$ cat src/rtl/tilemap_column_streamer.sv
// +--------------------------------------------------------------------------+
// | tilemap_column_streamer: streams level tiles into the tilemap wrap ring,   |
// | one ROWS-tall column at a time, ahead of the horizontal scroll. Rev 1.0    |
// +--------------------------------------------------------------------------+
`default_nettype none

module tilemap_column_streamer #(
  parameter int ROWS      = 15,
  parameter int MAP_COLS  = 32,
  parameter int LOOKAHEAD = 21
) (
  input  logic        clk,
  input  logic        reset,
  input  logic        start,
  input  logic        frame_start,
  input  logic [9:0]  scroll_offset,
  input  logic [7:0]  lvl_data,
  input  logic        lvl_valid,
  output logic        lvl_ready,
  output logic [13:0] tm_address,
  output logic        tm_we,
  output logic [7:0]  tm_din,
  output logic        busy,
  output logic        underrun
);

  typedef enum logic [1:0] {
    ST_IDLE    = 2'd0,
    ST_PREFILL = 2'd1,
    ST_WAIT    = 2'd2,
    ST_FILL    = 2'd3
  } state_t;

  localparam logic [5:0] C_COL_MASK    = 6'(MAP_COLS - 1);
  localparam logic [3:0] C_ROW_LAST    = 4'(ROWS - 1);
  localparam logic [5:0] C_LA_COL      = 6'(LOOKAHEAD);
  localparam logic [5:0] C_PREFILL_END = 6'((LOOKAHEAD + 1) % MAP_COLS);

  state_t      state_q, state_d;
  logic [3:0]  row_q, row_d;
  logic [5:0]  col_ptr_q, col_ptr_d;
  logic [5:0]  end_col_q, end_col_d;
  logic        underrun_q, underrun_d;
  logic        tm_we_q, tm_we_d;
  logic [7:0]  tm_din_q, tm_din_d;
  logic [13:0] tm_address_q, tm_address_d;

  logic        w_active;
  logic        w_accept;
  logic [5:0]  w_col_next;
  logic [5:0]  w_target;
  logic        unused_scroll_fine;

  assign unused_scroll_fine = ^scroll_offset[4:0];

  assign w_active   = (state_q == ST_PREFILL) || (state_q == ST_FILL);
  assign w_accept   = lvl_valid && w_active;
  assign w_col_next = (col_ptr_q + 6'd1) & C_COL_MASK;
  // Target column kept LOOKAHEAD+1 ahead of the leftmost visible tile.
  assign w_target   = ({1'b0, scroll_offset[9:5]} + C_LA_COL + 6'd1) & C_COL_MASK;

  always_comb begin
    state_d      = state_q;
    row_d        = row_q;
    col_ptr_d    = col_ptr_q;
    end_col_d    = end_col_q;
    underrun_d   = underrun_q;
    tm_we_d      = 1'b0;
    tm_din_d     = tm_din_q;
    tm_address_d = tm_address_q;

    if (start) begin
      // A beat arriving with start belongs to the dropped column.
      row_d      = 4'd0;
      col_ptr_d  = 6'd0;
      underrun_d = 1'b0;
      state_d    = ST_PREFILL;
    end else begin
      case (state_q)
        ST_WAIT: begin
          if (frame_start) begin
            end_col_d = w_target;
            if (w_target != col_ptr_q) begin
              state_d = ST_FILL;
            end
          end
        end
        ST_PREFILL, ST_FILL: begin
          if (state_q == ST_FILL && frame_start) begin
            end_col_d  = w_target;
            underrun_d = 1'b1;
          end
          if (w_accept) begin
            tm_we_d      = 1'b1;
            tm_din_d     = lvl_data;
            tm_address_d = {4'b0000, row_q, col_ptr_q};
            if (row_q == C_ROW_LAST) begin
              row_d     = 4'd0;
              col_ptr_d = w_col_next;
              if (state_q == ST_PREFILL) begin
                if (col_ptr_q == C_LA_COL) begin
                  end_col_d = C_PREFILL_END;
                  state_d   = ST_WAIT;
                end
              end else if (w_col_next == end_col_d) begin
                state_d = ST_WAIT;
              end
            end else begin
              row_d = row_q + 4'd1;
            end
          end
        end
        default: ;
      endcase
    end
  end

  always_ff @(posedge clk) begin
    if (reset) begin
      state_q      <= ST_IDLE;
      row_q        <= 4'd0;
      col_ptr_q    <= 6'd0;
      end_col_q    <= 6'd0;
      underrun_q   <= 1'b0;
      tm_we_q      <= 1'b0;
      tm_din_q     <= 8'd0;
      tm_address_q <= 14'd0;
    end else begin
      state_q      <= state_d;
      row_q        <= row_d;
      col_ptr_q    <= col_ptr_d;
      end_col_q    <= end_col_d;
      underrun_q   <= underrun_d;
      tm_we_q      <= tm_we_d;
      tm_din_q     <= tm_din_d;
      tm_address_q <= tm_address_d;
    end
  end

  assign lvl_ready  = w_active;
  assign busy       = w_active;
  assign underrun   = underrun_q;
  assign tm_we      = tm_we_q;
  assign tm_din     = tm_din_q;
  assign tm_address = tm_address_q;

endmodule

`default_nettype wire

$ cat config.mk
export PLATFORM = sky130hd
export DESIGN_NAME = tilemap_column_streamer
export DESIGN_NICKNAME = d
export VERILOG_FILES = /design/src/rtl/tilemap_column_streamer.sv
export SDC_FILE = /design/constraint.sdc
export NUM_CORES = 1
export LEC_CHECK = 0
export ABC_AREA = 0
export BUFFER_PORTS_ARGS = -buffer_cell sky130_fd_sc_hd__buf_4
export CAP_MARGIN = 25
export CORE_MARGIN = 5
export CORE_UTILIZATION = 43
export DETAILED_ROUTE_END_ITERATION = 16
export GPL_TIMING_DRIVEN = 0
export HOLD_SLACK_MARGIN = 0.1
export PLACE_DENSITY = 0.65
export SYNTH_ARGS = -nofsm -noshare
export SYNTH_HDL_FRONTEND = slang
export SYNTH_SLANG_ARGS = --single-unit
$ cat constraint.sdc
create_clock -name clk -period 1.9 [get_ports clk]
set_input_delay 0.475 -clock clk [delete_from_list [all_inputs] [get_ports clk]]
set_output_delay 0.475 -clock clk [all_outputs]
set_load 0.005 [all_outputs]
==> results.md, run 1 <==
Timing:
- The minimum clock period after layout is 1830 ps.
- The transition time at the pin with the least slew margin is 693 ps.
- Between clock sinks in the finished design, the worst skew comes to 7.70 ps.
- Headroom to the max-slew limit came out at 0.537.
- The number of slew-limit violations in the final report is 0.
- The final cycle utilization of the critical path is 0.961.
- Setup repair after global routing could not meet its margin everywhere.
- The achievable clock frequency is 548 MHz.
- The total setup violations reported at the end of the flow is 0.
- The number of hold-slack violations in the final timing report is 0.

Floorplanning:
- The floorplan step defined a core boundary enclosing 3940 um^2.
- The area of the die is 5350 um^2.
- The floorplan step set the die height to 73.1 um.
- The initial utilization of the core area, before any placement, comes to 0.435.
- In this run the horizontal extent of the chip is 73.1 um.
- During I/O placement, the number of pins put on the boundary was 49.
- The standard-cell row count is 23.

Critical path:
- The capture instance of the worst register-to-register path is end_col_q[2].
- The largest single stage delay on the critical path is 570 ps.
- STA classifies the critical path endpoint as a flop.
- The worst register-to-register path begins at state_q[0].
- Of all nets on the critical path, the largest fanout is 10.
- The signal on the critical path passes through buf_4, nand3b_1, or4_4, a21o_4, a221oi_1.
- The data arrival time of the worst path is 2010 ps.
- For the worst flop-to-flop path, the logic depth is 5.
- The worst setup path is of the reg2reg kind.
- The required time at the endpoint of the critical path is 2090 ps.
- The worst setup path is launched from a flop.
- Setup slack on the worst reg-to-reg path comes out at 70 ps.
- For this design, the slowest cell found on the critical path is or4_4.

Global route:
- The number of antenna violations at the first check in global routing is 0.
- For this run the aggregate overflow at the end of global routing stands at 0.
- The global-route total usage across every layer is 0.151.
- The wire length of the first global-routing pass is 6250 um.
- The number of global-route vias before repair is 1,401.
- The maximum number of pins on one net before global-route repair is 12.

Clock network:
- The cts-stage hold buffer count is 0.
- The tree built by TritonCTS fans out to 36 sinks.
- The root buffer selected by CTS is clkbuf_8.
- TritonCTS created 5 clock buffers.
- The TritonCTS clock tree is built.
- The clock network latency to the later pin of the worst-skew pair is 290 ps.
- The maximum clock insertion buffer count is 2.
- The H-tree was split into 2 levels.
- Clock-pin slew was measured on the worst setup and hold paths at 70 ps.

Drt:
- The number of search-and-repair iterations in the first detailed-routing pass is 4.
- The average vias per placed instance is 4.92.
- The number of remaining DRC errors is 0.
- The residual antenna-violating net count after detailed routing is 0.
- The number of design-rule violations left by the first detailed-router iteration is 62.
- The total number of vias is 1,531.
- The average wire length per cell after detail routing is 12.4 um.
- The routed design has 3870 um of wire.

Placement:
- The wire-length estimate of the detail-placed layout is 2840 um.
- At the end of routability-driven placement, the weighted congestion stood at 0.777.
- The number of buffers inserted by port buffering is 36.
- In this run, placement finished with an instance count of 303.

Pwr:
- For this design the static power due to leakage is 0.856 nW.
- Summing internal, switching and leakage power gives 1.58 mW.
- Across the VDD grid, the largest voltage drop is 0.000508 V.
- For this design the ratio of total power to cell area is 720 nW/um^2.

Synthesis:
- The post-synth design cell area is 1710 um^2.
- The average cell area after synthesis is 8.05 um^2.
- After synthesis the netlist holds a flip-flop and latch count of 36.
- The count of distinct cell types in the synthesized netlist is 36.
- The primary flip-flop cell chosen by synthesis mapping is dfxtp_1.
- Counting flops with a built-in enable in the synthesized netlist gives 0.
- The share of flip-flops with an asynchronous set or reset is 0.
- The area share of the leading cell type in the synthesized netlist is 0.420.
- The Yosys step of the flow raised 0 warnings.
- Of the synthesized area, sequential elements account for 0.420.
- The number of instances in the synthesized netlist is 213.
- In the post-synthesis netlist, the biggest area contributors are dfxtp_1, nand2_1, a21oi_1.
- The largest total area in the synthesized netlist belongs to dfxtp_1.

Run:
- The max-capacitance violation count is 0.

Worst hold path:
- In this run the most critical hold path is launched from scroll_offset[6].
- The worst hold-check path type is in2reg.
- The end point of the worst hold path is end_col_q[1].
- The instance count along the most critical hold path is 2.

Finish:
- The end-of-flow core utilization is 0.555.
- The number of antenna diodes in the final layout is 0.
- In the layout the commonest cells are buf_4, nand2_1, dfxtp_1.
- Of the cells placed in the final design, the portion with a size suffix greater than 1 is 0.234.
- The area overhead of the layout relative to synthesis is 27.7%.
- For this run, the post-layout net count is 286.
- The leading cell type in the layout, fill and taps excluded is buf_4.
- The number of non-filler instances in the completed layout is 311.

Outcome:
- The run finished with clean final reports.
-- worst max-delay path: cells and delay by family, from the launching register on --
kind                   cells  cell delay (ps)
AOI/OAI and AO/OA          2              480
buffers and inverters      1              150
DFF                        1              310
and+or+nand+nor            2              780
-- cell usage after synthesis, types with 2 or more instances --
cell,number
o21ai_0,4
and3_1,2
a21oi_1,26
mux2i_1,3
buf_4,7
clkbuf_1,11
nor3_1,6
nand3b_1,3
buf_2,2
inv_1,8
a221oi_1,2
ha_1,3
nand3_1,6
xor2_1,7
dfxtp_1,36
nor2_1,16
xnor2_1,13
nand4b_1,2
nand2_1,39
-- where the power goes --
group | internal [mW] | switching (mW) | total [mW]
clock network | 0.389 | 0.278 | 0.667
registers | 0.763 | 0.00502 | 0.768
logic | 0.0687 | 0.0718 | 0.141
-- metrics by stage --
step / hold slack [ps] / cell area, um^2 / setup TNS [ps] / setup WS, ps
final: 417 / 2190 / 0 / 74.9
after global routing: 414 / 2190 / -30.7 / -27.2
after CTS: 408 / 2170 / 0 / 104
after detailed placement: 447 / 2060 / -1300 / -152
after global placement: 443 / 2060 / -1100 / -124
after floorplan: 446 / 1730 / 0 / 239
-- final cells by class --
cell class	count	area, um^2
fillers	392	1750
multi-input cells	153	885
flip-flops and latches	36	722
repair buffers	38	285
plain buffers	18	96.3
clock buffers	6	72.6
well taps	50	62.6
clock inverters	2	35.0
inverters	8	30.0
-- per-layer routing --
metal  track usage  vias to the layer above  part of all wire  wire length [um]
met5             0                        -                 0                 0
li1              -                      791                 -                 -
met4        0.0430                        0            0.0091                35
met2         0.237                       25              0.47              1820
met3        0.0592                        4             0.053               206
met1         0.192                      711              0.47              1810
-- cell families after synthesis --
logic type,after synthesis,share of synthesized area
muxes,3,0.0175
xor gates and xnor gates,20,0.102
DFF,36,0.420
AOI/OAI and AO/OA,40,0.136
other,1,0.00219
adders and majority gates,3,0.0219
and+or+nand+nor,82,0.222
buffers and inverters,28,0.0781
-- worst max-delay path by stage --
stage	startpoint	to	slack [ps]	cells past startpoint
global placement	start	tm_din[7]	-120	6
global route	state_q[0]	end_col_q[2]	-30	5
detailed placement	start	tm_din[4]	-150	6
CTS	state_q[0]	state_q[0]	100	6
floorplan	scroll_offset[6]	state_q[0]	240	7
finish	state_q[0]	end_col_q[2]	70	5
-- state kept, by name, summed over array words and instances, names as in the netlist --
name / cells
end_col_q: 6
tm_address: 9
underrun: 1
state_q: 2
tm_din: 8
row_q: 4
tm_we: 1
col_ptr_q: 5
-- repair_timing --
item                                    4_1_cts  5_1_grt
endpoints found under the setup margin        0        5
setup buffers                                 0        2
gates resized for setup                       0        3
hold endpoints to repair                      0        0
Note: power is estimated with default switching activity, not from simulation.
==> run 2, diff against run 1 <==
BUFFER_PORTS_ARGS = not set   (was -buffer_cell sky130_fd_sc_hd__buf_4)
DONT_BUFFER_PORTS = 1   (was not set)
PLACE_DENSITY = 0.55   (was 0.65)
==> run 2 against run 1 <==
- cell count down 11%
- register-to-register slack better by 30 ps
- via count down 7.6%
- global-route usage down 0.16 points
- wire length about the same
- clock skew down 4.4 ps
- power down 2.7%
- sequential share of layout area up 4.4 points
- critical endpoint unchanged
- highest routed layer unchanged
==> results.md, run 2 (synthesis gave the netlist of run 1 again) <==
Outcome:
- The run finished with clean final reports.

Global route:
- The number of global-route vias before repair is 1,410 (+0.64%).
- The maximum number of pins on one net before global-route repair is 13 (+1).
- The global-route total usage across every layer is 0.150 (-0.00164).
- The number of antenna violations at the first check in global routing is 0 (unchanged).
- The wire length of the first global-routing pass is 6200 um (-0.88%).
- The aggregate global routing overflow came to 0 (unchanged).

Finish:
- Compared with the post-synthesis result, the final layout area differs by 12.3%.
- The library cells used most frequently in the layout, excluding fill and tap cells, are nand2_1, dfxtp_1, a21oi_1.
- The number of inserted diodes is 0 (unchanged).
- The number of flip-flops in the largest register is 9 (unchanged).
- The ratio of cells with drive above 1 in the final layout is 0.115 (-0.119).
- The net count reported at finish is 252 (-12%).
- The fill cell instance count of the final layout is 403 (+2.8%).
- The leading cell type in the layout, fill and taps excluded is nand2_1.

Timing:
- The worst-case hold slack is 290 ps (-127 ps).
- The total setup violations reported at the end of the flow came to 0 (unchanged).
- The achievable clock frequency is 557 MHz (+1.7%).
- The worst clock skew came to 3.35 ps (-4.35 ps).
- The number of slew-limit violations in the final report came to 0 (unchanged).
- The number of hold-slack violations in the final timing report is 0 (unchanged).
- The setup slack of the critical path after layout is 106 ps (+31.0 ps).
- The final cycle utilization of the critical path came to 0.944 (-0.0163).
- Setup repair after global routing left no endpoint under its margin.
- The minimum clock period after layout came to 1790 ps (-31.0 ps).

Placement:
- The post-placement worst setup slack is -110 ps (+42.7 ps).
- The number of buffers inserted by port buffering is 0 (-100%).
- The sum of net half-perimeters after detailed placement is 2930 um (+3.3%).
- The final weighted congestion in routability-driven placement was 0.854 (+9.9%).

Worst hold path:
- The worst hold-check path type is in2reg.
- The beginning of the worst hold path is scroll_offset[6].
- The instance count along the most critical hold path came to 1 (-1).
- The end point of the worst hold path is end_col_q[1].

Clock network:
- The total clock sinks is 36 (unchanged).
- The number of buffers added by the clock tree synthesis step was 5 (unchanged).
- The maximum clock insertion buffer count is 2 (unchanged).
- The clock network latency to the later pin of the worst-skew pair is 290 ps (about the same).
- The number of H-tree levels is 2 (unchanged).
- The clock transition at the registers of the reported paths was 70 ps (about the same).
- TritonCTS built the clock tree.
- The cell sitting at the root of the clock tree is a clkbuf_8.

Pwr:
- The static power due to leakage is 0.675 nW (-21%).
- The peak supply drop came to 0.000487 V (-4.2%).
- The power per cell area is 796 nW/um^2 (+11%).

Critical path:
- The startpoint identified for the worst register-to-register timing path is state_q[0].
- The data arrival time of the worst path is 1980 ps (-30 ps).
- The largest fanout of any net on the critical path was 10 (unchanged).
- The number of cells traversed by the worst register-to-register path came to 5 (unchanged).
- The capturing element type of the critical path is a flop.
- The required time at the endpoint of the critical path came to 2090 ps (about the same).
- STA classifies the critical path startpoint as a flop.
- The worst register-to-register path ends at end_col_q[2].
- The worst setup path is of the reg2reg kind.
- The register-to-register path setup slack was 110 ps (+30 ps).

Drt:
- The residual antenna-violating net count after detailed routing is 0 (unchanged).
- The total number of vias is 1,415 (-7.6%).
- The number of design-rule violations left by the first detailed-router iteration came to 104 (+68%).
- The number of remaining DRC errors is 0 (unchanged).
- The average vias per placed instance is 5.11 (+3.8%).
- The total routed wirelength is 3870 um (about the same).
- The average wire length per cell after detail routing is 14.0 um (+12%).
- The number of search-and-repair iterations in the first detailed-routing pass was 4 (unchanged).

Floorplanning:
- The area of the die is 5350 um^2 (unchanged).
- The standard-cell row count is 23 (unchanged).
- The chip width was 73.1 um (unchanged).
- The count of boundary I/O pins is 49 (unchanged).
- The y dimension of the die is 73.1 um (unchanged).
- The area of the core was 3940 um^2 (unchanged).
- The starting utilization of the core area was 0.435 (unchanged).

Run:
- The max-capacitance violation count is 0 (unchanged).
-- run 2: power by group --
part	switching, mW	internal [mW]	total [mW]
sequential	0.00636	0.763	0.769
combinational	0.0609	0.0409	0.102
clock	0.274	0.388	0.662
-- run 2: stage by stage --
step            util  area, um^2  TNS, ps  instances  total power [mW]
2_1_floorplan      -        1730        0        217             0.864
3_3_place_gp   0.454        1790     -353        267             0.881
3_5_place_dp   0.454        1790     -767        267             0.884
4_1_cts        0.483        1900        0        275              1.55
5_1_grt        0.488        1930        0        277              1.60
6_report       0.488        1930        0        277              1.53
-- run 2: routing by layer --
metal	part of all wire	global-route usage
met2	0.50	0.259
met5	0	0
met4	0.020	0.0656
met1	0.41	0.164
met3	0.072	0.0510
-- run 2: worst max-delay path: stages (launching register included) --
cell and delay (ps):
dfxtp_1 310, buf_4 150, nand3b_1 190, or4_4 540, a21o_1 240, a221oi_1 260
-- run 2: final cells by class --
type,instances,area [um^2],share of cell area
plain buffers,20,105,0.0546
clock buffers,5,68.8,0.0357
clock inverters,3,42.5,0.0221
inverters,8,30.0,0.0156
multi-input cells,153,881,0.457
flip-flops and latches,36,721,0.374
well taps,50,62.6,0.0325
repair buffers,2,15.0,0.00780
-- run 2: what timing repair did --
| action | 4_1_cts | 5_1_grt |
|---|---|---|
| gates resized for setup | 0 | 4 |
| setup endpoints to repair | 0 | 6 |
| buffers inserted | 0 | 2 |
| hold buffers | 0 | 0 |
-- run 2: how the worst max path moves through the flow --
stage | from | end
final | state_q[0] | end_col_q[2]
after global routing | row_q[2] | end_col_q[2]
after CTS | state_q[0] | end_col_q[2]
after detailed placement | start | tm_din[6]
after global placement | start | tm_address[9]
after floorplan | scroll_offset[6] | state_q[0]
==> run 3, diff against run 2 <==
PLACE_DENSITY = 0.63   (was 0.55)
==> run 3 against run 2 <==
- worst hold slack got worse by 5.7 ps
- clock-buffer cell count did not move
- flip-flop and latch count did not move
- non-clock buffer count fell by 2
- power fell by 6.4%
- die area did not move
- core utilization fell by 0.60 points
- sequential power barely moved
- wire length fell by 4.1%
- global-route usage fell by 0.26 points
- clock skew barely moved
- highest routed layer unchanged
==> results.md, run 3 (synthesis gave the netlist of run 1 again) <==
Critical path:
- By startpoint and endpoint, the worst setup path is classified as reg2reg.
- The largest fanout of any net on the critical path is 10 (unchanged).
- The type of origin of the critical path is a flop.
- The required time at the endpoint of the critical path is 2080 ps (about the same).
- The delay contributed by the slowest stage of the critical path came to 560 ps (+20 ps).
- The critical path goes through buf_4, nand3b_1, or4_4, a21o_4, a22oi_1, nor2_1.
- The highest-delay cell along the critical path is or4_4.
- Grouping stages by cell kind, the critical path spends the most delay in simple AND/OR/NAND/NOR gates.
- The data arrival time of the worst path came to 1970 ps (about the same).
- The number of buffer and inverter instances along the worst setup path came to 1 (unchanged).
- STA classifies the critical path endpoint as a flop.

Pwr:
- The power share of the combinational group is 0.069 (+0.003).
- The peak supply drop is 0.000667 V (+37%).
- The internal power contribution is 1.06 mW (-11%).
- The power per cell area is 755 nW/um^2 (-5.2%).
- The static power due to leakage came to 0.653 nW (-3.3%).
- The net switching fraction of the power is 0.261 (+0.0380).
- The sequential power share is 0.535 (+0.033).
- The share of total power in the clock network was 0.396 (-0.036).
- The net switching power came to 0.374 mW (+9.6%).
- The overall power came to 1.44 mW (-6.4%).

Drt:
- The residual antenna-violating net count after detailed routing came to 0 (unchanged).
- The number of remaining DRC errors is 0 (unchanged).
- The total routed wirelength is 3710 um (-4.1%).
- The number of design-rule violations left by the first detailed-router iteration came to 54 (-48%).
- The average vias per placed instance is 5.09 (-0.34%).
- The number of search-and-repair iterations in the first detailed-routing pass is 4 (unchanged).
- The average wire length per cell after detail routing was 13.5 um (-3.4%).
- The total number of vias is 1,400 (-1.1%).

Finish:
- The leading cell type in the layout, fill and taps excluded is nand2_1.
- The number of inserted diodes is 0 (unchanged).
- The end-of-flow core utilization is 0.482 (-0.00603).
- From synthesis to final layout, the design area changed by 10.9%.
- The number of flip-flops in the largest register is 9 (unchanged).
- The net count reported at finish is 250 (-0.79%).
- The top cell types in the final layout, fill and taps aside, are nand2_1, dfxtp_1, a21oi_1.
- The ratio of cells with drive above 1 in the final layout is 0.116 (+0.00102).

Timing:
- The final cycle utilization of the critical path is 0.942 (-0.00204).
- The transition time at the pin with the least slew margin is 658 ps.
- The headroom to the max-slew limit is 0.560.
- The number of hold-slack violations in the final timing report is 0 (unchanged).
- The worst clock skew was 3.25 ps (-0.0951 ps).
- The minimum clock period after layout came to 1790 ps (-3.88 ps).
- The achievable clock frequency came to 559 MHz (+0.22%).
- The total setup violations reported at the end of the flow was 0 (unchanged).
- The number of slew-limit violations in the final report was 0 (unchanged).
- Setup repair after global routing left no endpoint under its margin.
- The worst-case hold slack is 285 ps (-5.72 ps).

Global route:
- The global-route total usage across every layer is 0.147 (-0.00264).
- The number of antenna violations at the first check in global routing is 0 (unchanged).
- The aggregate global routing overflow is 0 (unchanged).
- The maximum number of pins on one net before global-route repair is 14 (+1).
- The wire length of the first global-routing pass was 6060 um (-2.2%).
- The number of global-route vias before repair is 1,320 (-6.4%).

Worst hold path:
- The tightest min-delay check is of the in2reg type.

Outcome:
- The flow ran to the end, and the final reports show no timing, DRC or antenna violations.

Clock network:
- The total clock sinks came to 36 (unchanged).
- Clock tree synthesis selected as its root buffer the cell clkbuf_8.
- The number of buffers added by the clock tree synthesis step came to 5 (unchanged).
- The clock transition at the registers of the reported paths was 80 ps (about the same).
- The maximum clock insertion buffer count is 2 (unchanged).
- The clock network latency to the later pin of the worst-skew pair was 290 ps (about the same).
- TritonCTS built the clock tree.
- The number of H-tree levels is 2 (unchanged).

Floorplanning:
- The starting utilization of the core area is 0.435 (unchanged).
- The area of the die is 5350 um^2 (unchanged).
- The chip width is 73.1 um (unchanged).
- The standard-cell row count is 23 (unchanged).
- The count of boundary I/O pins is 49 (unchanged).
- The y dimension of the die came to 73.1 um (unchanged).
- The area of the core is 3940 um^2 (unchanged).

Run:
- The max-capacitance violation count is 0 (unchanged).

Placement:
- The final weighted congestion in routability-driven placement is 0.803 (-5.9%).
- The sum of net half-perimeters after detailed placement is 2690 um (-8.2%).
- The number of buffers inserted by port buffering was 0 (unchanged).
## run 3: layout make-up
type	count	area (um^2)
fillers	398	2040
multi-input cells	153	887
flip-flops and latches	36	722
plain buffers	19	100
clock buffers	5	68.8
well taps	50	62.6
inverters	8	30.0
clock inverters	3	23.8
repair buffers	1	7.51
## run 3: power groups by stage
stage          clock, mW  combinational (mW)  sequential [mW]
5_1_grt            0.611               0.111            0.770
3_5_place_dp           0              0.0973            0.786
6_report           0.568              0.0986            0.769
4_1_cts            0.581              0.0977            0.769
3_3_place_gp           0              0.0971            0.787
2_1_floorplan          0              0.0789            0.785
## run 3: repair_timing
item | CTS | global route
gates resized for setup | 0 | 4
setup buffers | 0 | 1
hold buffers | 0 | 0
setup endpoints to repair | 0 | 9
## run 3: final timing paths
path / from / endpoint / slack, ps / cells after the start
max reg2reg: state_q[0] / end_col_q[0] / 110 / 6
min reg2reg: end_col_q[1] / end_col_q[1] / 480 / 2
min: scroll_offset[6] / end_col_q[1] / 280 / 1
max: state_q[0] / end_col_q[0] / 110 / 6
## run 3: per-stage QoR
step	instances	TNS [ps]	setup WS, ps	area [um^2]
CTS	275	0	93.5	1880
detailed placement	267	-827	-103	1790
floorplan	217	0	239	1730
global placement	267	-1180	-134	1790
finish	275	0	110	1900
global route	275	0	1.83	1900
## run 3: metal layers
layer | track usage | wire length, um
met1 | 0.177 | 1630
met2 | 0.238 | 1800
met3 | 0.0537 | 231
met4 | 0.0553 | 55
met5 | 0 | 0
## run 3: worst reg2reg max path, cell delays in order, from the launching register on
cell,delay [ps]
dfxtp_1,320
buf_4,150
nand3b_1,200
or4_4,560
a21o_4,240
a22oi_1,150
nor2_1,50
